$ cat config.mk
export PLATFORM = sky130hd
export DESIGN_NAME = multicycle_seq
export DESIGN_NICKNAME = d
export VERILOG_FILES = /design/src/rtl/multicycle_seq.sv
export SDC_FILE = /design/constraint.sdc
export NUM_CORES = 1
export LEC_CHECK = 0
export CAP_MARGIN = 40
export CORE_MARGIN = 3
export CORE_UTILIZATION = 35
export CTS_CLUSTER_SIZE = 30
export DETAILED_ROUTE_END_ITERATION = 7
export PLACE_DENSITY = 0.78
export SYNTH_ARGS = -nofsm -noshare
export SYNTH_HDL_FRONTEND = slang
export SYNTH_SLANG_ARGS = --single-unit
$ cat constraint.sdc
create_clock -name clk -period 2 [get_ports clk]
set_input_delay 0.6 -clock clk [delete_from_list [all_inputs] [get_ports clk]]
set_output_delay 0.6 -clock clk [all_outputs]
set_load 0.1 [all_outputs]
$ cat src/rtl/multicycle_seq.sv
// ---------------------------------------------------------------------------
// multicycle_seq
//
// Multi-cycle control sequencer for a single-issue MIPS core. One instruction
// at a time is stepped through Fetch / Decode / Execute / Memory / Writeback.
// The sequencer latches the instruction register, waits on instruction and
// data memory handshakes, and enforces a minimum memory-stage latency.
//
// Parameters
//   MEM_WAIT  minimum extra cycles spent in M before dmem_ready is honoured
//             (0..15)
//   CNT_W     width of the performance counters
//
// Ports
//   clk           core clock, rising edge
//   reset         synchronous, active-high
//   instruction   fetched word, valid when imem_ready=1 (sampled only in F)
//   imem_ready    instruction memory has data this cycle
//   dmem_ready    data memory access complete this cycle
//   fetch_en .. writeback_en   one-hot stage enables (Moore, from state flops)
//   wb_src        0 = writeback from ALU, 1 = from memory load
//   ir            latched instruction register
//   retire        one-cycle pulse, first cycle back in F after completion
//   illegal       one-cycle pulse, first cycle back in F after a bad opcode
//   retire_cnt    retired-instruction count
//   stall_cnt     handshake-wait cycle count
//
// Configuration macro
//   MC_PERF_CNT_EN  when defined, retire_cnt / stall_cnt are live counters
//                   (wrapping modulo 2^CNT_W); otherwise both are tied to 0.
// ---------------------------------------------------------------------------
module multicycle_seq #(
  parameter int unsigned MEM_WAIT = 0,
  parameter int unsigned CNT_W    = 32
) (
  input  logic             clk,
  input  logic             reset,
  input  logic [31:0]      instruction,
  input  logic             imem_ready,
  input  logic             dmem_ready,
  output logic             fetch_en,
  output logic             decode_en,
  output logic             execute_en,
  output logic             memory_en,
  output logic             writeback_en,
  output logic             wb_src,
  output logic [31:0]      ir,
  output logic             retire,
  output logic             illegal,
  output logic [CNT_W-1:0] retire_cnt,
  output logic [CNT_W-1:0] stall_cnt
);

  // One-hot state encoding: each bit is directly a stage enable, so the
  // enables come straight from flops with no decode logic behind them.
  typedef enum logic [4:0] {
    S_F = 5'b00001,
    S_D = 5'b00010,
    S_E = 5'b00100,
    S_M = 5'b01000,
    S_W = 5'b10000
  } state_t;

  typedef enum logic [2:0] {
    C_JMP,
    C_BR,
    C_ST,
    C_LD,
    C_ALU,   // both register and immediate ALU forms
    C_NOP,
    C_BAD
  } iclass_t;

  localparam logic [3:0] WAIT_MAX = 4'(MEM_WAIT);

  state_t     state;
  iclass_t    cls;
  logic [3:0] wait_cnt;
  logic       mem_exit;
  logic       retire_set;
  logic       illegal_set;

  function automatic iclass_t decode(input logic [31:0] word);
    iclass_t    c;
    logic [5:0] op;
    logic [5:0] fn;
    op = word[31:26];
    fn = word[5:0];
    case (op)
      6'b000010:                                 c = C_JMP;
      6'b000100, 6'b000101:                      c = C_BR;
      6'b101011:                                 c = C_ST;
      6'b100011:                                 c = C_LD;
      6'b001000, 6'b001100, 6'b001101, 6'b001010: c = C_ALU;
      6'b000000:                                 c = (fn == 6'b000000) ? C_NOP : C_ALU;
      default:                                   c = C_BAD;
    endcase
    return c;
  endfunction

  // Decode always works from the latched ir, never from the live bus, so the
  // instruction bus is free to change once the fetch has completed.
  assign cls = decode(ir);

  // Early dmem_ready is ignored until the minimum latency has elapsed.
  assign mem_exit = (wait_cnt == WAIT_MAX) && dmem_ready;

  assign fetch_en     = state[0];
  assign decode_en    = state[1];
  assign execute_en   = state[2];
  assign memory_en    = state[3];
  assign writeback_en = state[4];

  // Completion / illegal conditions, shared by the pulse flops and counters.
  always_comb begin
    // NOTE: every combinational output gets a default first so no path can
    // leave it unassigned and infer a latch.
    retire_set  = 1'b0;
    illegal_set = 1'b0;
    case (state)
      S_D: begin
        retire_set  = (cls == C_JMP) || (cls == C_NOP);
        illegal_set = (cls == C_BAD);
      end
      S_E:     retire_set = (cls == C_BR);
      S_M:     retire_set = mem_exit && (cls != C_LD);
      S_W:     retire_set = 1'b1;
      default: ;
    endcase
  end

  always_ff @(posedge clk) begin
    // NOTE: sequential state uses non-blocking assignments so every flop
    // samples pre-edge values regardless of statement order.
    if (reset) begin
      state    <= S_F;
      ir       <= '0;
      wb_src   <= 1'b0;
      retire   <= 1'b0;
      illegal  <= 1'b0;
      wait_cnt <= '0;
    end else begin
      retire  <= retire_set;
      illegal <= illegal_set;
      case (state)
        S_F: begin
          // A zero word is treated as "nothing fetched" and not latched.
          if (imem_ready && (instruction != 32'd0)) begin
            ir    <= instruction;
            state <= S_D;
          end
        end
        S_D: begin
          if (retire_set || illegal_set) state <= S_F;
          else                           state <= S_E;
        end
        S_E: begin
          case (cls)
            C_BR:  state <= S_F;
            C_ALU: begin
              state  <= S_W;
              wb_src <= 1'b0;
            end
            C_ST, C_LD: begin
              state    <= S_M;
              wait_cnt <= '0;
            end
            default: state <= S_F;
          endcase
        end
        S_M: begin
          if (mem_exit) begin
            if (cls == C_LD) begin
              state  <= S_W;
              wb_src <= 1'b1;
            end else begin
              state <= S_F;
            end
          end else if (wait_cnt != WAIT_MAX) begin
            wait_cnt <= wait_cnt + 4'd1;
          end
        end
        S_W:     state <= S_F;
        default: state <= S_F;
      endcase
    end
  end

`ifdef MC_PERF_CNT_EN
  logic stall_evt;

  assign stall_evt = (fetch_en && !imem_ready) || (memory_en && !mem_exit);

  // Counters bump on the same edge that raises the retire pulse, so the new
  // count is visible alongside it.
  always_ff @(posedge clk) begin
    if (reset) begin
      retire_cnt <= '0;
      stall_cnt  <= '0;
    end else begin
      if (retire_set) retire_cnt <= retire_cnt + CNT_W'(1);
      if (stall_evt)  stall_cnt  <= stall_cnt + CNT_W'(1);
    end
  end
`else
  assign retire_cnt = '0;
  assign stall_cnt  = '0;
`endif

endmodule

# After elaboration in Yosys (flattened, before gate mapping)
# Index checks and enable logic that the tools add are counted.
word_totals:
  elab_cells: 72
  latch_bits: 0
  mem_count: 0
  romBits: 0
  ram_bits: 0
  inputBits: 36
  regBits: 44
  output_inout_bits: 104
classes:
  eq_ne: 28
  shifts: 0
  order_cmp: 0
  n_addsub: 1
  div: 0
  bitwise_logic: 0
  n_mux: 18
  reduce_logical: 19
  n_mul: 0
op_table:
  columns: ["operator", "count"]
  rows:
  - ["32-bit nonzero test", 1]
  - ["6-bit by 4-bit equality test with 1-bit output, second input constant", 4]
  - ["5-bit one-hot mux with 4 select lines", 1]
  - ["3-bit one-hot mux with 6 select lines", 1]
  - ["5-bit 2-to-1 mux", 3]
  - ["2-bit != test, second input constant", 7]
  - ["6-bit by 3-bit equality test with 1-bit output, second input constant", 2]
  - ["6-bit equality test, second input constant", 2]
  - ["6-bit logical NOT", 2]
  - ["4-bit 2-to-1 mux", 3]
  - ["5-bit one-hot mux with 2 select lines", 1]
  - ["3-bit equality test, second input constant", 3]
  - ["4-bit one-hot mux with 2 select lines", 1]
  - ["4-bit AND reduction", 2]
  - ["3-bit by 2-bit equality test with 1-bit output, second input constant", 2]
  - ["6-bit by 2-bit equality test with 1-bit output, second input constant", 1]
  - ["5-bit by 1-bit equality test with 1-bit output, second input constant", 1]
  - ["5-bit by 2-bit equality test with 1-bit output, second input constant", 1]
  - ["5-bit by 3-bit equality test with 1-bit output, second input constant", 1]
  - ["5-bit by 4-bit equality test with 1-bit output, second input constant", 1]
  - ["5-bit equality test, second input constant", 1]
  - ["1-bit 2-to-1 mux", 5]
  - ["4-bit by 1-bit adder with 4-bit output, second input constant", 1]
  - ["4-bit logical NOT", 1]
  - ["13 further kinds", 18]

# Longest topological paths before layout
# Gate-level depths: netlist (run 1).
depth:
  depth_word: 9
  ltp_mapped: 7

# Worst setup path before layout (run 1)
# No wires, ideal clock.
synth_path:
  kind: "flip-flop to flip-flop"
  startpoint: "register ir[27]"
  endpoint: "register state[0]"
  synth_period_minus_slack_ps: 2528
  stages_incl_launch_ff: 6
  n_path_buf: 0
  setup_ps: 134
  slack_ps: -528
  required_time_ps: 1866
  arrival_ps: 2394
  path_cell_list: "dfxtp_1 > nand4b_2 > or3_1 > a21oi_1 > o21ai_0 > or4_1"
synth_via:
  elab_chain_len: 9
synth_rtl:
  columns: ["item", "line_no", "source"]
  rows:
  - ["start, declared", "47", "output logic [31:0] ir,"]
  - ["start signal, assigned", "149", "ir <= instruction;"]
  - ["6-bit by 4-bit equality test with 1-bit output / 6-bit by 3-bit equality test with 1-bit output (equally long branches)", "89", "case (op)"]
  - ["4-bit OR reduction / 2-bit OR reduction (equally long branches)", "89", null]
  - ["3-bit one-hot mux with 6 select lines (*)", "89", null]
  - ["3-bit by 2-bit != test with 1-bit output (tied with other cells)", "126", "S_M: retire_set = mem_exit && (cls != C_LD);"]
  - ["1-bit logical AND / 1-bit logical OR (equally long branches)", "126, 122", null]
  - ["1-bit one-hot mux with 4 select lines", "120", "case (state)"]
  - ["1-bit logical OR", "154", "if (retire_set || illegal_set) state <= S_F;"]
  - ["3-bit 2-to-1 mux", "154", null]
  - ["5-bit one-hot mux with 4 select lines (*)", "145", "case (state)"]
  - ["end signal, assigned", "150", "state <= S_D;"]
  - ["end signal, assigned", "154", null]
  - ["end signal, assigned", "155", "else state <= S_E;"]
  - ["end, declared", "76", "state_t state;"]
# Every way passes the cells marked *; elsewhere a longest branch is shown, timed or not. The select of a mux whose other input is x is not followed.
# A chain may end at the register's enable or synchronous reset.

# Worst setup path after layout (run 1)
layout_path:
  startpoint: "input port instruction[25]"
  endpoint: "register ir[6]"
layout_via:
  elab_chain_len: 3
layout_rtl:
  columns: ["item", "line_no", "source"]
  rows:
  - ["start, declared", "38", "input logic [31:0] instruction,"]
  - ["32-bit nonzero test", "148", "if (imem_ready && (instruction != 32'd0)) begin"]
  - ["1-bit logical AND", "148", null]
  - ["2-bit AND reduction (no source line)", null, null]
# No other way between the ends.

==> results by group, run 1 <==
Final layout
  • P&R area growth vs syn: 57.8%
  • ANT cells: 0
  • Final layout net count: 406
  • Share of cells above drive strength 1: 0.295
  • Final instance area: 3870 um2
  • Fill count: 528

Clocking
  • Hold-fix buffers, CTS: 0
  • CTS HTree Levels: 2
  • Clock Latency Late Sink: 300 ps
  • CTS sink cnt: 44
  • Maximum root-to-sink buffer count: 2
  • CTS buffer count: 5
  • CTS root buf: clkbuf_8
  • CTS tree: built
  • Worst-path clk slew: 90 ps

Placed design
  • Final HPWL DP: 4780 um
  • Placed cell area: 3630 um2
  • Number of buffers added on ports: 75
  • GPL Wtd Cong: 0.806

STA
  • Final Cycle Share: 1.02
  • Final Hold Vio Count: 0
  • Setup Skew: 7.55 ps
  • Worst relative slew slack: 0.653
  • Final Max Slew Viols: 0
  • F_max: 0.490 GHz
  • PnR worst setup slack: -39.7 ps
  • Setup Viol. Count Final: 15
  • Min cycle time layout: 2040 ps
  • Setup TNS: -227 ps
  • Least-Margin Pin Slew: 515 ps

Worst setup path
  • Worst R2R Path Depth: 5
  • RR Endpoint: state[0]
  • Crit Path Class: input port to flop
  • FF-to-FF Start: ir[31]
  • Worst reg-to-reg setup slack: 70 ps
  • Worst EP required: 2180 ps
  • CP startpoint: instruction[25]
  • Crit path DAT: 2220 ps
  • Worst-path maximum fanout: 6
  • Worst setup EP type: flop
  • Worst setup SP type: input port

Outcome
  • Violated checks: setup timing
  • Status: complete, but fails checks

Floorplan
  • Die Span Y: 89.8 um
  • Row count: 29
  • Die width: 89.8 um
  • Initial core utilization: 0.374
  • Top Ports: 140
  • Total die area: 8060 um2
  • Core area: 6570 um2

Detailed routing
  • Residual DRC count: 0
  • DRT Pass-1 Iters: 4
  • First-iteration detailed-routing DRC count: 166
  • DR vias/cell: 4.58
  • Via count: 2,118
  • Drt total wl: 6510 um
  • Post-DR wirelength/cell: 14.1 um
  • Antenna Nets Post-Route: 0

Yosys
  • Leading area contributor after synthesis: dfxtp_1
  • Syn Inst Count: 273
  • Top cells by count, synth: buf_4 (66), dfxtp_1 (44), nor2_1 (43)
  • Synth cell types: 46
  • Post-synth EDFFs: 0
  • Share of synthesized registers carrying an async set or reset: 0
  • Synth Warn #: 0
  • Register area share after synthesis: 0.359
  • Top cells by area, synth: dfxtp_1 (36%), buf_4 (20%), mux2i_1 (14%)
  • Syn avg cell area: 8.99 um2
  • Synth Flop Type: dfxtp_1
  • Cell area after synthesis: 2450 um2
  • Top cell type's share of synthesized area: 0.359
  • Most frequent cell after synthesis: buf_4
  • #FFs+latches synth: 44

Global route
  • First-pass GRT wire length: 9790 um
  • Antenna violations before repair: 0
  • Aggregate global routing overflow: 0
  • Total Routing Usage GR: 0.147
  • Number of global-route vias before repair: 2,050
  • Largest net degree at the start of global routing: 42

Hold path
  • Worst Hold Class: flop to flop
  • Hold Path Depth: 2
  • Hold path endpoint: wait_cnt[1]
  • Worst Min Path Start: wait_cnt[1]

Power and ir drop
  • LEAKAGE: 1.78 nW
  • Pwr/cell area: 864 nW/um2
  • Peak VDD IR: 0.542 mV

Run
  • Max Cap Violations: 0
## cell families after synthesis
group / synth area share
muxes: 0.139
xor gates and xnor gates: 0.0107
adders and majority gates: 0.0102
and+or+nand+nor: 0.178
DFF: 0.359
buffers and inverters: 0.220
AOI/OAI and AO/OA: 0.0826
other: 0.00153
## worst max-delay path, cell delays in order
cell             delay, ps
clkdlybuf4s15_1        200
nor4_2                 320
nand4_1                250
o211ai_4               260
buf_12                 160
buf_16                 120
mux2i_1                230
nor2_1                  60
## per-stage QoR
stage	power (mW)	hold slack [ps]	instances	setup WS (ps)	utilization
floorplan	2.26	462	336	-10.6	-
global placement	2.58	475	451	-583	0.553
detailed placement	2.59	499	451	-661	0.553
CTS	3.30	510	459	0.314	0.580
global route	3.45	547	462	-93.5	0.590
finish	3.35	502	462	-39.7	0.590
## cells in the final DEF, fill, tap and decap left out, drive strengths merged, types with 2 or more instances in the layout
master         count
dfxtp             44
a21oi              4
o21ai              8
clkbuf            13
ha                 2
a211oi             2
a211o              2
nor3               8
or2                2
or3                2
conb              64
clkdlybuf4s50      3
nand2b             2
nand4              3
inv                6
xor2               2
buf               62
nand2              6
clkdlybuf4s15     13
nor3b              2
a32o               2
dlygate4sd2       12
mux2i             34
o211ai             2
nor2              43
nor4              12
## flip-flops by register name, summed over array words and instances, names as in the netlist
register,count
state,5
wb_src,1
wait_cnt,4
retire,1
illegal,1
ir,32
## worst max-delay path by stage
stage                     endpoint  slack [ps]  cells after the start
final                        ir[6]         -40                      8
after global routing        ir[29]         -90                      8
after CTS                   ir[10]         0.3                      7
after detailed placement    ir[10]        -660                      8
after global placement      ir[27]        -580                      8
after floorplan           state[0]         -10                      3
## layout make-up
cell class / instances / area [um2] / area share
repair buffers: 98 / 1360 / 0.352
clock inverters: 3 / 45.0 / 0.0116
clock buffers: 5 / 68.8 / 0.0178
inverters: 4 / 15.0 / 0.00387
well taps: 93 / 116 / 0.0300
multi-input cells: 215 / 1360 / 0.351
flip-flops and latches: 44 / 906 / 0.234
## layer usage
metal  track usage  up-vias  part of all wire
met5             0        -                 0
met4        0.0498        0             0.016
met3        0.0626        9              0.11
met2         0.246      114              0.50
met1         0.169      987              0.38
li1              -     1008                 -
## timing repair
item                                    CTS  global route
buffers inserted                          0             1
cloned                                    1             2
gates resized for setup                  61            17
endpoints found under the setup margin   36            30
pin swaps                                11             7
endpoints found under the hold margin     0             0
## where the power goes
group | internal [mW] | switching, mW | total [mW] | leakage, nW
Clock | 0.378 | 0.331 | 0.709 | 0.0591
Combinational | 0.445 | 1.17 | 1.61 | 1.35
Sequential | 0.936 | 0.0893 | 1.03 | 0.365
Total | 1.76 | 1.59 | 3.35 | 1.78
No activity file was read; power rests on OpenSTA's default activity.
==> inputs of run 2 (changes only) <==
CORE_MARGIN = default   (was 3)
GPL_TIMING_DRIVEN = 0   (was default)
==> run 2 against run 1 <==
- the flow finishes with violations (DRC, setup timing)
- cell count grew 21%
- fmax decreased by 3.8%
- global-route usage rose by 4.6 points
- flip-flop and latch count unchanged
- worst hold slack worse by 1.2 ps
- clock power decreased by 8.6%
- critical path type unchanged
- critical endpoint is now ir[0]
- largest cell class unchanged
- largest power group unchanged
- highest routed layer unchanged
==> results by group, run 2 (same netlist as run 1, synthesis figures left out) <==
Outcome
  • Status: complete, but fails checks
  • Violated checks: DRC, setup timing

Detailed routing
  • DR top layer: met4
  • Drt total wl: 7820 um
  • WL met2: 4130 um
  • DR vias/cell: 4.45
  • Post-DR wirelength/cell: 14.0 um
  • DRT Pass-1 Iters: 6
  • M1 wire length: 2880 um
  • Antenna Nets Post-Route: 0
  • First-iteration detailed-routing DRC count: 138
  • Residual DRC count: 2
  • Via count: 2,490
  • WL met3: 605 um

Placed design
  • Number of buffers added on ports: 74
  • GPL Wtd Cong: 0.878
  • Final HPWL DP: 5160 um
  • Placed cell area: 4220 um2

Final layout
  • Commonest non-fill, non-tap cell in the layout: buf_4
  • P&R area growth vs syn: 89.8%
  • Final instance area: 4660 um2
  • Share of cells above drive strength 1: 0.391
  • Max FFs per register: 32
  • Fill count: 473
  • ANT cells: 0
  • Final layout net count: 500
  • Final Util: 0.686
  • Most flop-heavy register: ir
  • Most frequent cells in the layout: buf_4 (70), conb_1 (64), nor2_1 (42)
  • Largest regs: ir (32), state (5), wait_cnt (4)

Clocking
  • Maximum root-to-sink buffer count: 2
  • Worst-path clk slew: 90 ps
  • CTS root buf: clkbuf_8
  • CTS HTree Levels: 2
  • Clock Latency Late Sink: 300 ps
  • CTS tree: built
  • CTS buffer count: 5
  • CTS sink cnt: 44

Floorplan
  • Core area: 6790 um2
  • Initial core utilization: 0.361
  • Die width: 85.8 um
  • Total die area: 7350 um2
  • Row count: 30
  • Die Span Y: 85.8 um
  • Top Ports: 140

STA
  • Setup Viol. Count Final: 18
  • PnR worst setup slack: -121 ps
  • Min cycle time layout: 2120 ps
  • Setup Skew: 12.0 ps
  • Final Max Slew Viols: 0
  • Final Cycle Share: 1.06
  • Final Hold Vio Count: 0
  • Worst relative slew slack: 0.643
  • RSZ-0062 raised after global routing: yes
  • Least-Margin Pin Slew: 534 ps
  • F_max: 0.472 GHz

Worst setup path
  • Crit path DAT: 2300 ps
  • CP startpoint: instruction[26]
  • Worst EP required: 2180 ps
  • Worst-path maximum fanout: 5
  • FF-to-FF Start: state[2]
  • Crit Path Class: input port to flop
  • Worst setup EP type: flop
  • Worst setup SP type: input port

Global route
  • Number of global-route vias before repair: 2,321
  • Largest net degree at the start of global routing: 16
  • Aggregate global routing overflow: 0
  • Total Routing Usage GR: 0.193
  • Antenna violations before repair: 0
  • First-pass GRT wire length: 11,000 um

Power and ir drop
  • Peak VDD IR: 0.563 mV
  • Pwr/cell area: 752 nW/um2
  • LEAKAGE: 2.45 nW

Hold path
  • Worst Min Path Start: ir[7]
  • Worst Hold Class: flop to flop

Run
  • Max Cap Violations: 0
-- run 2: changes by cell type in the layout (fill, tap and decap cells not counted), sizes merged --
cell | previous run | this run
buf | 62 | 126
bufinv | 1 | 0
clkbuf | 13 | 24
clkdlybuf4s15 | 13 | 10
clkdlybuf4s50 | 3 | 11
dlygate4sd2 | 12 | 14
dlymetal6s2s | 0 | 13
-- run 2: final timing paths --
check	endpoint	slack (ps)	cells after the start
setup / recovery	ir[0]	-120	9
hold / removal	ir[7]	500	2
setup reg to reg	ir[0]	50	8
hold reg to reg	ir[7]	500	2
-- run 2: through the flow --
step | setup TNS, ps | worst slack (ps) | hold WS (ps) | instances | total power [mW]
2_1_floorplan | -10.6 | -10.6 | 462 | 336 | 2.26
5_1_grt | -1620 | -147 | 531 | 559 | 3.61
3_5_place_dp | -24080 | -825 | 485 | 546 | 2.70
4_1_cts | 0 | 2.96 | 507 | 559 | 3.44
6_report | -1020 | -121 | 501 | 559 | 3.50
3_3_place_gp | -26720 | -809 | 476 | 506 | 2.49
-- run 2: what timing repair did --
action	in CTS	in global routing
gates resized for setup	115	68
pin swaps	11	11
cloned	2	0
buffers inserted	8	3
hold buffers	0	0
endpoints found under the setup margin	51	52
-- run 2: final cells by class --
cell class	instances	area, um2	share of cell area
Sequential cell	44	915	0.196
Multi-Input combinational cell	215	1400	0.300
Timing Repair Buffer	119	1540	0.331
Tap cell	96	120	0.0258
Inverter	4	15.0	0.00322
Buffer	73	559	0.120
Clock inverter	2	15.0	0.00322
Clock buffer	6	93.8	0.0201
-- run 2: where the power goes --
group / leakage [nW] / total, mW / switching [mW] / internal (mW)
clock network: 0.0573 / 0.648 / 0.321 / 0.327
logic: 2.03 / 1.86 / 1.25 / 0.608
registers: 0.366 / 0.993 / 0.0591 / 0.933
-- run 2: per-layer routing --
metal	vias to the layer above	GRT usage
met3	20	0.0529
li1	1197	-
met1	1123	0.206
met5	-	0
met2	150	0.364
met4	0	0.0636
-- run 2: critical path, cell delays in order --
cell and delay [ps]:
clkdlybuf4s15_1 240, nor4_4 190, nand4_1 280, o211ai_4 310, buf_6 160, buf_12 100
buf_12 110, mux2i_2 230, nor2_1 60
==> inputs of run 3 (changes only) <==
CTS_CLUSTER_DIAMETER = 200   (was default)
==> results of run 3 <==
Same layout as run 2: the final DEF is identical, and so are final timing and power.
